$ cat src/rtl/fp32_pkg.sv
// fp32_pkg: shared definitions for the sequenced FP32 multiplier and the
// round/pack datapath (also intended for the future FP32 adder).
//   - IEEE-754 single constants and the quiet-NaN pattern
//   - bit positions inside the 4-bit flag vector {invalid, overflow, underflow, inexact}
//   - controller state encoding
//   - special-operand screening helper
package fp32_pkg;

    localparam int          FP32_BIAS    = 127;
    localparam int          FP32_EXP_MAX = 255;
    localparam logic [31:0] FP32_QNAN    = 32'h7FC0_0000;

    localparam int FLG_INV = 3;
    localparam int FLG_OVF = 2;
    localparam int FLG_UNF = 1;
    localparam int FLG_NX  = 0;

    typedef enum logic [2:0] {
        IDLE   = 3'd0,
        UNPACK = 3'd1,
        MULT   = 3'd2,
        ROUND  = 3'd3,
        DONE   = 3'd4
    } state_e;

    typedef struct packed {
        logic        hit;
        logic [31:0] result;
        logic [3:0]  flags;
    } special_t;

    // Classifies an operand pair. Exponent field 0 counts as zero, so
    // denormal inputs are flushed here. Checks run in priority order:
    // NaN, zero*inf, inf*nonzero, zero*finite.
    function automatic special_t screen_special(input logic [31:0] a, input logic [31:0] b);
        special_t s;
        logic     sign;
        logic     a_zero, b_zero, a_inf, b_inf, a_nan, b_nan;
        sign   = a[31] ^ b[31];
        a_zero = (a[30:23] == 8'd0);
        b_zero = (b[30:23] == 8'd0);
        a_inf  = (a[30:23] == 8'(FP32_EXP_MAX)) && (a[22:0] == 23'd0);
        b_inf  = (b[30:23] == 8'(FP32_EXP_MAX)) && (b[22:0] == 23'd0);
        a_nan  = (a[30:23] == 8'(FP32_EXP_MAX)) && (a[22:0] != 23'd0);
        b_nan  = (b[30:23] == 8'(FP32_EXP_MAX)) && (b[22:0] != 23'd0);
        s = '0;
        if (a_nan || b_nan) begin
            s.hit    = 1'b1;
            s.result = FP32_QNAN;
        end else if ((a_zero && b_inf) || (a_inf && b_zero)) begin
            s.hit            = 1'b1;
            s.result         = FP32_QNAN;
            s.flags[FLG_INV] = 1'b1;
        end else if (a_inf || b_inf) begin
            s.hit    = 1'b1;
            s.result = {sign, 8'hFF, 23'd0};
        end else if (a_zero || b_zero) begin
            s.hit    = 1'b1;
            s.result = {sign, 31'd0};
        end
        return s;
    endfunction

endpackage

$ cat src/rtl/fp32_mul_seq_if.sv
// fp32_mul_seq_if: operand/result handshake bundle of fp32_mul_seq.
// Handshake: a transfer happens on a rising clock edge where valid and ready
// are both high; valid, once raised, is held with its payload stable until
// that edge (in_valid/in_ready upstream, out_valid/out_ready downstream).
//   in_valid, in_a, in_b : operand pair from the issue queue
//   in_ready             : multiplier can accept (only when idle)
//   out_valid, out_result, out_flags : product to writeback, flags {inv,ovf,unf,nx}
//   out_ready            : writeback accepts the product
//   busy                 : multiplier is not idle
interface fp32_mul_seq_if;
    logic        in_valid;
    logic        in_ready;
    logic [31:0] in_a;
    logic [31:0] in_b;
    logic        out_valid;
    logic        out_ready;
    logic [31:0] out_result;
    logic [3:0]  out_flags;
    logic        busy;

    modport master (
        output in_valid, in_a, in_b, out_ready,
        input  in_ready, out_valid, out_result, out_flags, busy
    );

    modport slave (
        input  in_valid, in_a, in_b, out_ready,
        output in_ready, out_valid, out_result, out_flags, busy
    );
endinterface

$ cat src/rtl/fp32_round_pack.sv
// fp32_round_pack: combinational normalise / round-to-nearest-even / pack.
//   product_i : 48-bit mantissa product (1.x * 1.x, so bit 47 or 46 is set)
//   sign_i    : result sign
//   e_i       : biased exponent E1+E2-bias, two's complement, 10 bits
//   result_o  : packed IEEE-754 single (flush-to-zero on underflow)
//   flags_o   : {invalid, overflow, underflow, inexact}; invalid is always 0 here
module fp32_round_pack
    import fp32_pkg::*;
(
    input  logic [47:0] product_i,
    input  logic        sign_i,
    input  logic [9:0]  e_i,
    output logic [31:0] result_o,
    output logic [3:0]  flags_o
);

    logic signed [9:0] e_norm;
    logic signed [9:0] e_fin;
    logic [22:0]       mant;
    logic              guard;
    logic              sticky;
    logic              inc;
    logic [23:0]       mant_rnd;

    always_comb begin
        if (product_i[47]) begin
            mant   = product_i[46:24];
            guard  = product_i[23];
            sticky = |product_i[22:0];
            e_norm = $signed(e_i) + 10'sd1;
        end else begin
            mant   = product_i[45:23];
            guard  = product_i[22];
            sticky = |product_i[21:0];
            e_norm = $signed(e_i);
        end

        inc      = guard & (sticky | mant[0]);
        // A carry out of the 23-bit fraction leaves the low bits at zero,
        // which is exactly the renormalised 1.0 mantissa.
        mant_rnd = {1'b0, mant} + {23'd0, inc};
        e_fin    = e_norm + $signed({9'd0, mant_rnd[23]});

        result_o         = {sign_i, e_fin[7:0], mant_rnd[22:0]};
        flags_o          = 4'd0;
        flags_o[FLG_NX]  = guard | sticky;

        if (e_fin >= 10'sd255) begin
            result_o         = {sign_i, 8'hFF, 23'd0};
            flags_o          = 4'd0;
            flags_o[FLG_OVF] = 1'b1;
            flags_o[FLG_NX]  = 1'b1;
        end else if (e_fin <= 10'sd0) begin
            result_o         = {sign_i, 31'd0};
            flags_o          = 4'd0;
            flags_o[FLG_UNF] = 1'b1;
            flags_o[FLG_NX]  = 1'b1;
        end
    end

endmodule

$ cat src/rtl/fp32_mul_seq.sv
// fp32_mul_seq: sequenced IEEE-754 single-precision multiplier.
// Accepts an operand pair in IDLE, screens special operands in UNPACK,
// multiplies the 24-bit mantissas MUL_RADIX bits per cycle in MUL,
// registers the rounded result in ROUND and presents it in DONE until taken.
//   clk      : rising-edge clock
//   rst_n    : asynchronous active-low reset
//   mul_if   : operand/result handshake (slave side), see fp32_mul_seq_if
//   state_o  : current controller state, for observation
// MUL_RADIX must divide 24 (1, 2, 3, 4, 6 or 8).
module fp32_mul_seq
    import fp32_pkg::*;
#(
    parameter int MUL_RADIX = 1
) (
    input  logic           clk,
    input  logic           rst_n,
    fp32_mul_seq_if.slave  mul_if,
    output state_e         state_o
);

    localparam int         STEPS     = 24 / MUL_RADIX;
    localparam logic [4:0] LAST_STEP = 5'(STEPS - 1);

    state_e      state_q,  state_d;
    logic [31:0] a_q,      a_d;
    logic [31:0] b_q,      b_d;
    logic        sign_q,   sign_d;
    logic [9:0]  e_q,      e_d;
    logic [23:0] mcand_q,  mcand_d;
    logic [23:0] mplr_q,   mplr_d;
    logic [47:0] prod_q,   prod_d;
    logic [4:0]  step_q,   step_d;
    logic        spec_q,   spec_d;
    logic [31:0] result_q, result_d;
    logic [3:0]  flags_q,  flags_d;

    logic [MUL_RADIX-1:0]  digit;
    logic [23+MUL_RADIX:0] pp;
    logic [23+MUL_RADIX:0] sum;
    special_t              special;
    logic [31:0]           rp_result;
    logic [3:0]            rp_flags;

    fp32_round_pack u_round_pack (
        .product_i (prod_q),
        .sign_i    (sign_q),
        .e_i       (e_q),
        .result_o  (rp_result),
        .flags_o   (rp_flags)
    );

    always_ff @(posedge clk or negedge rst_n) begin
        if (!rst_n) begin
            state_q  <= IDLE;
            a_q      <= '0;
            b_q      <= '0;
            sign_q   <= 1'b0;
            e_q      <= '0;
            mcand_q  <= '0;
            mplr_q   <= '0;
            prod_q   <= '0;
            step_q   <= '0;
            spec_q   <= 1'b0;
            result_q <= '0;
            flags_q  <= '0;
        end else begin
            state_q  <= state_d;
            a_q      <= a_d;
            b_q      <= b_d;
            sign_q   <= sign_d;
            e_q      <= e_d;
            mcand_q  <= mcand_d;
            mplr_q   <= mplr_d;
            prod_q   <= prod_d;
            step_q   <= step_d;
            spec_q   <= spec_d;
            result_q <= result_d;
            flags_q  <= flags_d;
        end
    end

    always_comb begin
        state_d  = state_q;
        a_d      = a_q;
        b_d      = b_q;
        sign_d   = sign_q;
        e_d      = e_q;
        mcand_d  = mcand_q;
        mplr_d   = mplr_q;
        prod_d   = prod_q;
        step_d   = step_q;
        spec_d   = spec_q;
        result_d = result_q;
        flags_d  = flags_q;

        // Shift-add step: the partial product lands on the upper half of the
        // accumulator, then the whole accumulator moves right by one digit.
        digit   = mplr_q[MUL_RADIX-1:0];
        pp      = {{MUL_RADIX{1'b0}}, mcand_q} * {24'd0, digit};
        sum     = {{MUL_RADIX{1'b0}}, prod_q[47:24]} + pp;
        special = screen_special(a_q, b_q);

        case (state_q)
            IDLE: begin
                if (mul_if.in_valid) begin
                    a_d     = mul_if.in_a;
                    b_d     = mul_if.in_b;
                    state_d = UNPACK;
                end
            end
            UNPACK: begin
                sign_d = a_q[31] ^ b_q[31];
                e_d    = {2'b00, a_q[30:23]} + {2'b00, b_q[30:23]} - 10'(FP32_BIAS);
                if (special.hit) begin
                    // Special results skip the multiplier but still pass
                    // through ROUND, where the output register is loaded.
                    result_d = special.result;
                    flags_d  = special.flags;
                    spec_d   = 1'b1;
                    state_d  = ROUND;
                end else begin
                    mcand_d = {1'b1, a_q[22:0]};
                    mplr_d  = {1'b1, b_q[22:0]};
                    prod_d  = '0;
                    step_d  = '0;
                    spec_d  = 1'b0;
                    state_d = MULT;
                end
            end
            MULT: begin
                prod_d = {sum, prod_q[23:MUL_RADIX]};
                mplr_d = mplr_q >> MUL_RADIX;
                step_d = step_q + 5'd1;
                if (step_q == LAST_STEP) begin
                    state_d = ROUND;
                end
            end
            ROUND: begin
                if (!spec_q) begin
                    result_d = rp_result;
                    flags_d  = rp_flags;
                end
                state_d = DONE;
            end
            DONE: begin
                if (mul_if.out_ready) begin
                    state_d = IDLE;
                end
            end
            default: begin
                state_d = IDLE;
            end
        endcase
    end

    assign mul_if.in_ready   = (state_q == IDLE);
    assign mul_if.out_valid  = (state_q == DONE);
    assign mul_if.out_result = result_q;
    assign mul_if.out_flags  = (state_q == DONE) ? flags_q : 4'd0;
    assign mul_if.busy       = (state_q != IDLE);
    assign state_o           = state_q;

endmodule

$ cat src/flat_wrapper.sv
// flat-port wrapper written by rule: the top's interface ports become plain ports
module fp32_mul_seq_flat import fp32_pkg::*;
#(
    parameter int MUL_RADIX = 1
)
  (clk, rst_n, state_o, mul_if_in_valid, mul_if_in_a, mul_if_in_b, mul_if_out_ready, mul_if_in_ready, mul_if_out_valid, mul_if_out_result, mul_if_out_flags, mul_if_busy);
  fp32_mul_seq_if mul_if_i ();
  input  logic clk;
  input  logic rst_n;
  output state_e state_o;
  input wire logic [$bits(mul_if_i.in_valid)-1:0] mul_if_in_valid;
  input wire logic [$bits(mul_if_i.in_a)-1:0] mul_if_in_a;
  input wire logic [$bits(mul_if_i.in_b)-1:0] mul_if_in_b;
  input wire logic [$bits(mul_if_i.out_ready)-1:0] mul_if_out_ready;
  output wire logic [$bits(mul_if_i.in_ready)-1:0] mul_if_in_ready;
  output wire logic [$bits(mul_if_i.out_valid)-1:0] mul_if_out_valid;
  output wire logic [$bits(mul_if_i.out_result)-1:0] mul_if_out_result;
  output wire logic [$bits(mul_if_i.out_flags)-1:0] mul_if_out_flags;
  output wire logic [$bits(mul_if_i.busy)-1:0] mul_if_busy;
  assign mul_if_i.in_valid = mul_if_in_valid;
  assign mul_if_i.in_a = mul_if_in_a;
  assign mul_if_i.in_b = mul_if_in_b;
  assign mul_if_i.out_ready = mul_if_out_ready;
  assign mul_if_in_ready = mul_if_i.in_ready;
  assign mul_if_out_valid = mul_if_i.out_valid;
  assign mul_if_out_result = mul_if_i.out_result;
  assign mul_if_out_flags = mul_if_i.out_flags;
  assign mul_if_busy = mul_if_i.busy;
  fp32_mul_seq #(.MUL_RADIX(MUL_RADIX)) u_core (.clk(clk), .rst_n(rst_n), .mul_if(mul_if_i), .state_o(state_o));
endmodule
$ cat config.mk
export PLATFORM = sky130hd
export DESIGN_NAME = fp32_mul_seq_flat
export DESIGN_NICKNAME = d
export VERILOG_FILES = /design/src/rtl/fp32_pkg.sv /design/src/rtl/fp32_mul_seq_if.sv /design/src/rtl/fp32_round_pack.sv /design/src/rtl/fp32_mul_seq.sv /design/src/flat_wrapper.sv
export SDC_FILE = /design/constraint.sdc
export NUM_CORES = 1
export LEC_CHECK = 0
export ABC_AREA = 1
export CORE_MARGIN = 4
export CORE_UTILIZATION = 31
export CTS_BUF_LIST = sky130_fd_sc_hd__clkbuf_16
export DETAILED_ROUTE_END_ITERATION = 16
export GPL_TIMING_DRIVEN = 0
export PLACE_DENSITY_LB_ADDON = 0.3
export SYNTH_ARGS = -nofsm -noshare
export SYNTH_HDL_FRONTEND = slang
export SYNTH_SLANG_ARGS = --single-unit
$ cat constraint.sdc
create_clock -name clk -period 4.1 [get_ports clk]
set_clock_uncertainty 0.1 [all_clocks]
set_input_delay 0.82 -clock clk [delete_from_list [all_inputs] [get_ports clk]]
set_output_delay 0.82 -clock clk [all_outputs]
set_load 0.02 [all_outputs]
; ---- After elaboration in Yosys (flattened, before gate mapping)
; Index checks and enable logic that the tools add are counted.
; W data, S select, Z words.
[classes]
n_addsub = 7
multipliers = 1
div_mod_pow = 0
order_cmp = 2
n_eq_ne = 13
n_shift = 0
mux = 33
bitwise = 5
n_reduce_logical = 27
[ops]
columns = cell, count
row1 = $mux W33, 4
row2 = $pmux W48 S2, 1
row3 = $mux W32, 2
row4 = $pmux W32 S2, 1
row5 = $mux W31, 2
row6 = $mux W48, 1
row7 = $pmux W24 S2, 1
row8 = $logic_not A23 Y1, 2
row9 = $reduce_bool A23 Y1, 2
row10 = $add A24 B25 Y25, 1
row11 = $mul A24 B1 Y25, 1
row12 = $add A23 B1 Y24, 1
row13 = $mux W24, 1
row14 = $mux W23, 1
row15 = $reduce_or A23 Y1, 1
row16 = $reduce_or A22 Y1, 1
row17 = $eq A8 B8 Y1 const B, 2
row18 = $logic_not A8 Y1, 2
row19 = $pmux W3 S5, 1
row20 = $mux W3, 4
row21 = $mux W4, 3
row22 = $add A10 B2 Y10, 1
row23 = $add A10 B2 Y10 const B, 1
row24 = $ge A10 B9 Y1 const B, 1
row25 = other kinds (27), 50
[totals]
regBits = 216
latch_bits = 0
ramBits = 0
rom_bits = 0
inputBits = 68
n_memories = 0

; ---- Logic depth before layout (Yosys ltp)
[logic_depth]
word_depth = 11
ltp_mapped = 31
depth_no_buf = 29

; ---- Modules after synthesis
; A second synthesis with hierarchy kept.
[unflattened]
cells_unflattened = 1646
hier_area_um2 = 12879.9
[by_module_without_submodules]
columns = mod, instances, cells_each, area_per_inst_um2, seq_area_each_um2
row1 = fp32_mul_seq, 1, 1228, 10649.0, 5405.2
row2 = fp32_round_pack, 1, 418, 2230.9, 0.0

; ---- Worst setup path before layout
; OpenSTA, ideal clock, no wires.
[synth_path]
path_kind = register to register
start = reg u_core.prod_q[47]
end = reg u_core.result_q[15] (netlist: u_core.mul_if.out_result[15])
arrival_ps = 3570
t_required_ps = 3884
path_slack_ps = 314
path_stages_with_launch = 29
synth_period_minus_slack_ps = 3786
path_cell_list = dfrtp_1 > buf_6 > buf_4 > buf_4 > nand2_1 > o21ai_0 > nor2_1 > nand2_1 > nor2_2 > nand3_1 > nor3_1 > nand3_1 > nor3_2 > ha_1 > ha_1 > nand3_1 > nor2_1 > nand2_1 > o21ai_1 > nand2_1 > nor2_1 > nand2_1 > nand2_1 > nand2_2 > nand2_4 > nor2_8 > buf_6 > nand2_1 > nand2_1
[synth_via]
elab_chain_len = 10
[synth_lines]
columns = element, line_no
row1 = from (decl), fp32_mul_seq.sv:31  ; logic [47:0] prod_q, prod_d;
row2 = from (signal assigned), fp32_mul_seq.sv:74  ; prod_q <= prod_d;
row3 = $mux W1 / $mux W23 (equally long branches), fp32_round_pack.sv:26  ; if (product_i[47]) begin
row4 = $or A1 B1 Y1, fp32_round_pack.sv:38  ; inc = guard & (sticky | mant[0]);
row5 = $and A1 B1 Y1, fp32_round_pack.sv:38
row6 = $add A23 B1 Y24, fp32_round_pack.sv:41  ; mant_rnd = {1'b0, mant} + {23'd0, inc};
row7 = $add A10 B2 Y10, fp32_round_pack.sv:42  ; e_fin = e_norm + $signed({9'd0, mant_rnd[23]});
row8 = $le A10 B1 Y1, fp32_round_pack.sv:53  ; end else if (e_fin <= 10'sd0) begin
row9 = $mux W31, fp32_round_pack.sv:53
row10 = $mux W31 (*), fp32_round_pack.sv:48  ; if (e_fin >= 10'sd255) begin
row11 = $mux W32 (*), fp32_mul_seq.sv:139  ; if (!spec_q) begin
row12 = $pmux W32 S2 (*), fp32_mul_seq.sv:103  ; case (state_q)
row13 = to (signal assigned), fp32_mul_seq.sv:77  ; result_q <= result_d;
row14 = to (decl), fp32_mul_seq.sv:34  ; logic [31:0] result_q, result_d;
; Mark *: on every way between the ends. The rest lies on a longest branch, timed or not. The select of a mux whose other input is x is not followed.
; A chain may end at the register's enable or synchronous reset.

; ---- Worst setup path after layout
[layout_path]
start = reg u_core.prod_q[47]
end = reg u_core.result_q[4] (netlist: u_core.mul_if.out_result[4])
; Same word-level chain as after synthesis.

==> metrics.cfg <==
[run_status]
status = finished, final reports clean

[worst_setup_path]
crit_required_ps = 4410
cp.arrival_ps = 4230
critPathLaunchType = flip-flop
critPathCaptureType = flip-flop
critPathKind = flip-flop to flip-flop
crit_path_max_fanout = 8

[grt]
grt_overflow = 0
grt_pass1_wl_um = 52720
grt_start_max_net_pins = 121
first_global_vias = 10052
antenna_found_initial = 0
track_usage = 0.1531

[power]
leakage_uw = 0.007139
ir_worst_vdd_mv = 0.3353
pwr-share-comb = 0.500
p_int_uw = 6427
fin_total_pwr_uw = 11510
p_sw_uw = 5085
power_frac_clock = 0.184
pwr-share-seq = 0.316
p_per_area_nw_per_um2 = 764.1
swShare = 0.4417

[final_layout]
drive_above_1_share = 0.1098
multi_input_area_um2 = 5869
antennaDiodeCount = 0
stdcell_count = 2214
fillers = 3939
area_delta_synth_final_pct = 25.43
final_common_cell = nand2_1
layout_common_cells = nand2_1 (404), dfrtp_1 (215), inv_1 (202), nor2_1 (118), clkdlybuf4s50_1 (108)
postLayoutCoreUtil = 0.3972
nets = 1793
final-seq-area_um2 = 5406

[synthesis]
ys_async_sr_fraction = 1.000
postSynthCellCount = 1518
seq_area_frac_synth = 0.4500
synth_edf_count = 0
synth.net_count = 1626
synth_seq_cells = 216
syn_area_per_cell_um2 = 7.913
ys_types = 47
synth_top_area_cell = dfrtp_1
synth_top_area_frac = 0.4500
synth_top_cells_by_area = dfrtp_1 (45%), nand2_1 (13%), inv_1 (6.3%)
netlist_area_um2 = 12010
synth_ff_type = dfrtp_1
yosysWarnings = 0

[place]
placed_cells = 2139
io_buffers = 109
place_hpwl_um = 25080
routabilityCongestion = 0.9256

[floorplanning]
coreArea_um2 = 37930
die_h_um = 204.8
boundaryPins = 110
fp.dieArea_um2 = 41960
rows = 71
initial_core_util = 0.3167
die_w_um = 204.8

[detailed_routing]
drc_errors = 0
viasPerCell = 4.737
drt_iter0_markers = 572
wirelength_um = 32820
ant_nets = 0
dr.pass1.iters = 5
routedWlPerCell_um = 14.82
vias = 10488

[clock_network]
clock-sinks = 216
cts_tree = built
clockBufferDepth = 3
htreeDepth = 1
cts_buffers = 26
path_clk_slew_ps = 60
clk_latency_ps = 540
cts_root_buf = clkbuf_16
postCtsHoldBufs = 0

[worst_hold_path]
min_path_type = primary input to async pin

[sta]
setup-tns-final_ps = 0
slew_headroom = 0.2942
timing.hold.ws_ps = 265.6
setup_viol = 0
finalCritPeriodShare = 0.9555
fmax_ghz = 0.2553
min_period_ps = 3917
tightestPinTransition_ps = 1051
slew_violations = 0
finalHoldViolCount = 0

[job]
drv_cap = 0

==> flip-flops by register name, summed over array words and instances (netlist names) <==
register and flops:
u_core.b_q 32, u_core.mplr_q 24, u_core.step_q 5, u_core.prod_q 48, u_core.mul_if.out_result 32, u_core.state_o 3, u_core.a_q 32, u_core.flags_q 4
u_core.sign_q 1, u_core.e_q 10, u_core.spec_q 1, u_core.mcand_q 24
==> layer usage <==
metal  global-route usage  wire length, um
met1               0.2254            16140
met3              0.02074             1674
met5                    0                0
met2               0.2358            14060
met4              0.04427              935
==> path summary, 6_finish.rpt <==
path | slack [ps] | start | to | cells past startpoint
max reg2reg | 180 | u_core.prod_q[47]$_DFFE_PN0P_ | u_core.mul_if.out_result[4]$_DFFE_PN0P_ | 27
min | 270 | rst_n | u_core.b_q[4]$_DFFE_PN0P_ | 1
max | 180 | u_core.prod_q[47]$_DFFE_PN0P_ | u_core.mul_if.out_result[4]$_DFFE_PN0P_ | 27
min in group clk | 370 | u_core.mcand_q[23]$_DFFE_PN0P_ | u_core.mcand_q[23]$_DFFE_PN0P_ | 1
max in group asynchronous | 2610 | rst_n | u_core.mul_if.out_result[5]$_DFFE_PN0P_ | 2
min reg2reg | 370 | u_core.mcand_q[23]$_DFFE_PN0P_ | u_core.mcand_q[23]$_DFFE_PN0P_ | 1
==> power groups by stage <==
stage / registers, uW / clock network, uW / logic, uW
floorplan: 3600 / 0 / 3760
global placement: 3640 / 0 / 5410
detailed placement: 3650 / 0 / 5480
CTS: 3620 / 2190 / 5640
global route: 3760 / 2280 / 6500
finish: 3640 / 2110 / 5760
==> critical path: stages, from the launching register on <==
cell and delay (ps):
dfrtp_2 540, buf_6 180, nand2_1 100, o21ai_4 100, nand2_2 90, nor3_4 240, nand2_2 110, nor2_4 100
nand3_2 80, nor3_2 110, nand3_1 90, nor3_2 180, ha_2 250, ha_4 150, nand3_4 100, nor2_2 110
nand2_2 90, inv_1 90, nand3_1 90, nand2_1 70, nand2_1 100, nor2_1 110, nand2_1 120, nand2_4 150
nor2_8 60, buf_12 130, nand2_1 60, nand2_1 50
==> stage by stage <==
step / area (um2) / worst slack, ps
floorplan: 12010 / 314.0
finish: 15070 / 182.6
global placement: 13740 / -7197
global route: 15070 / -52.98
CTS: 14820 / 2.685
detailed placement: 13770 / -639.3
==> Yosys cell counts, types with 3 or more instances <==
cell type and count:
a21oi_1 60, or2_2 5, ha_1 38, nor3_1 21, mux2_2 56, nor4_1 7, clkbuf_1 36, o21bai_1 6
xnor2_1 9, o211ai_1 21, o21ai_1 5, nand3_1 66, nand2_1 415, nand2_2 5, o21ai_0 105, dfrtp_1 216
o22ai_1 37, inv_2 3, buf_2 5, nand4_1 24, inv_1 200, xor2_1 21, nor2_1 121, a211oi_1 3
==> cell families after synthesis <==
kind of cell    count (synthesis)  share of synthesized area
fa+ha+maj                      40                    0.04292
simple gates                  678                     0.2355
compound gates                249                     0.1170
mux                            56                    0.05250
xor+xnor                       30                    0.02188
flops                         216                     0.4500
buf+inv                       249                    0.08021
==> layout make-up <==
class,instances,share of cell area
Clock buffer,26,0.04319
Sequential cell,216,0.3589
Inverter,204,0.05083
Buffer,44,0.01462
Multi-Input combinational cell,1053,0.3896
Tap cell,511,0.04244
Timing Repair Buffer,140,0.09177
Clock inverter,20,0.008720
==> what timing repair did <==
action | in CTS | in global routing
pin swaps | 14 | 26
buffers inserted | 13 | 15
resized for setup | 43 | 30
gates cloned | 1 | 1
endpoints found under the setup margin | 34 | 31
Power figures use the tool's default switching activity.
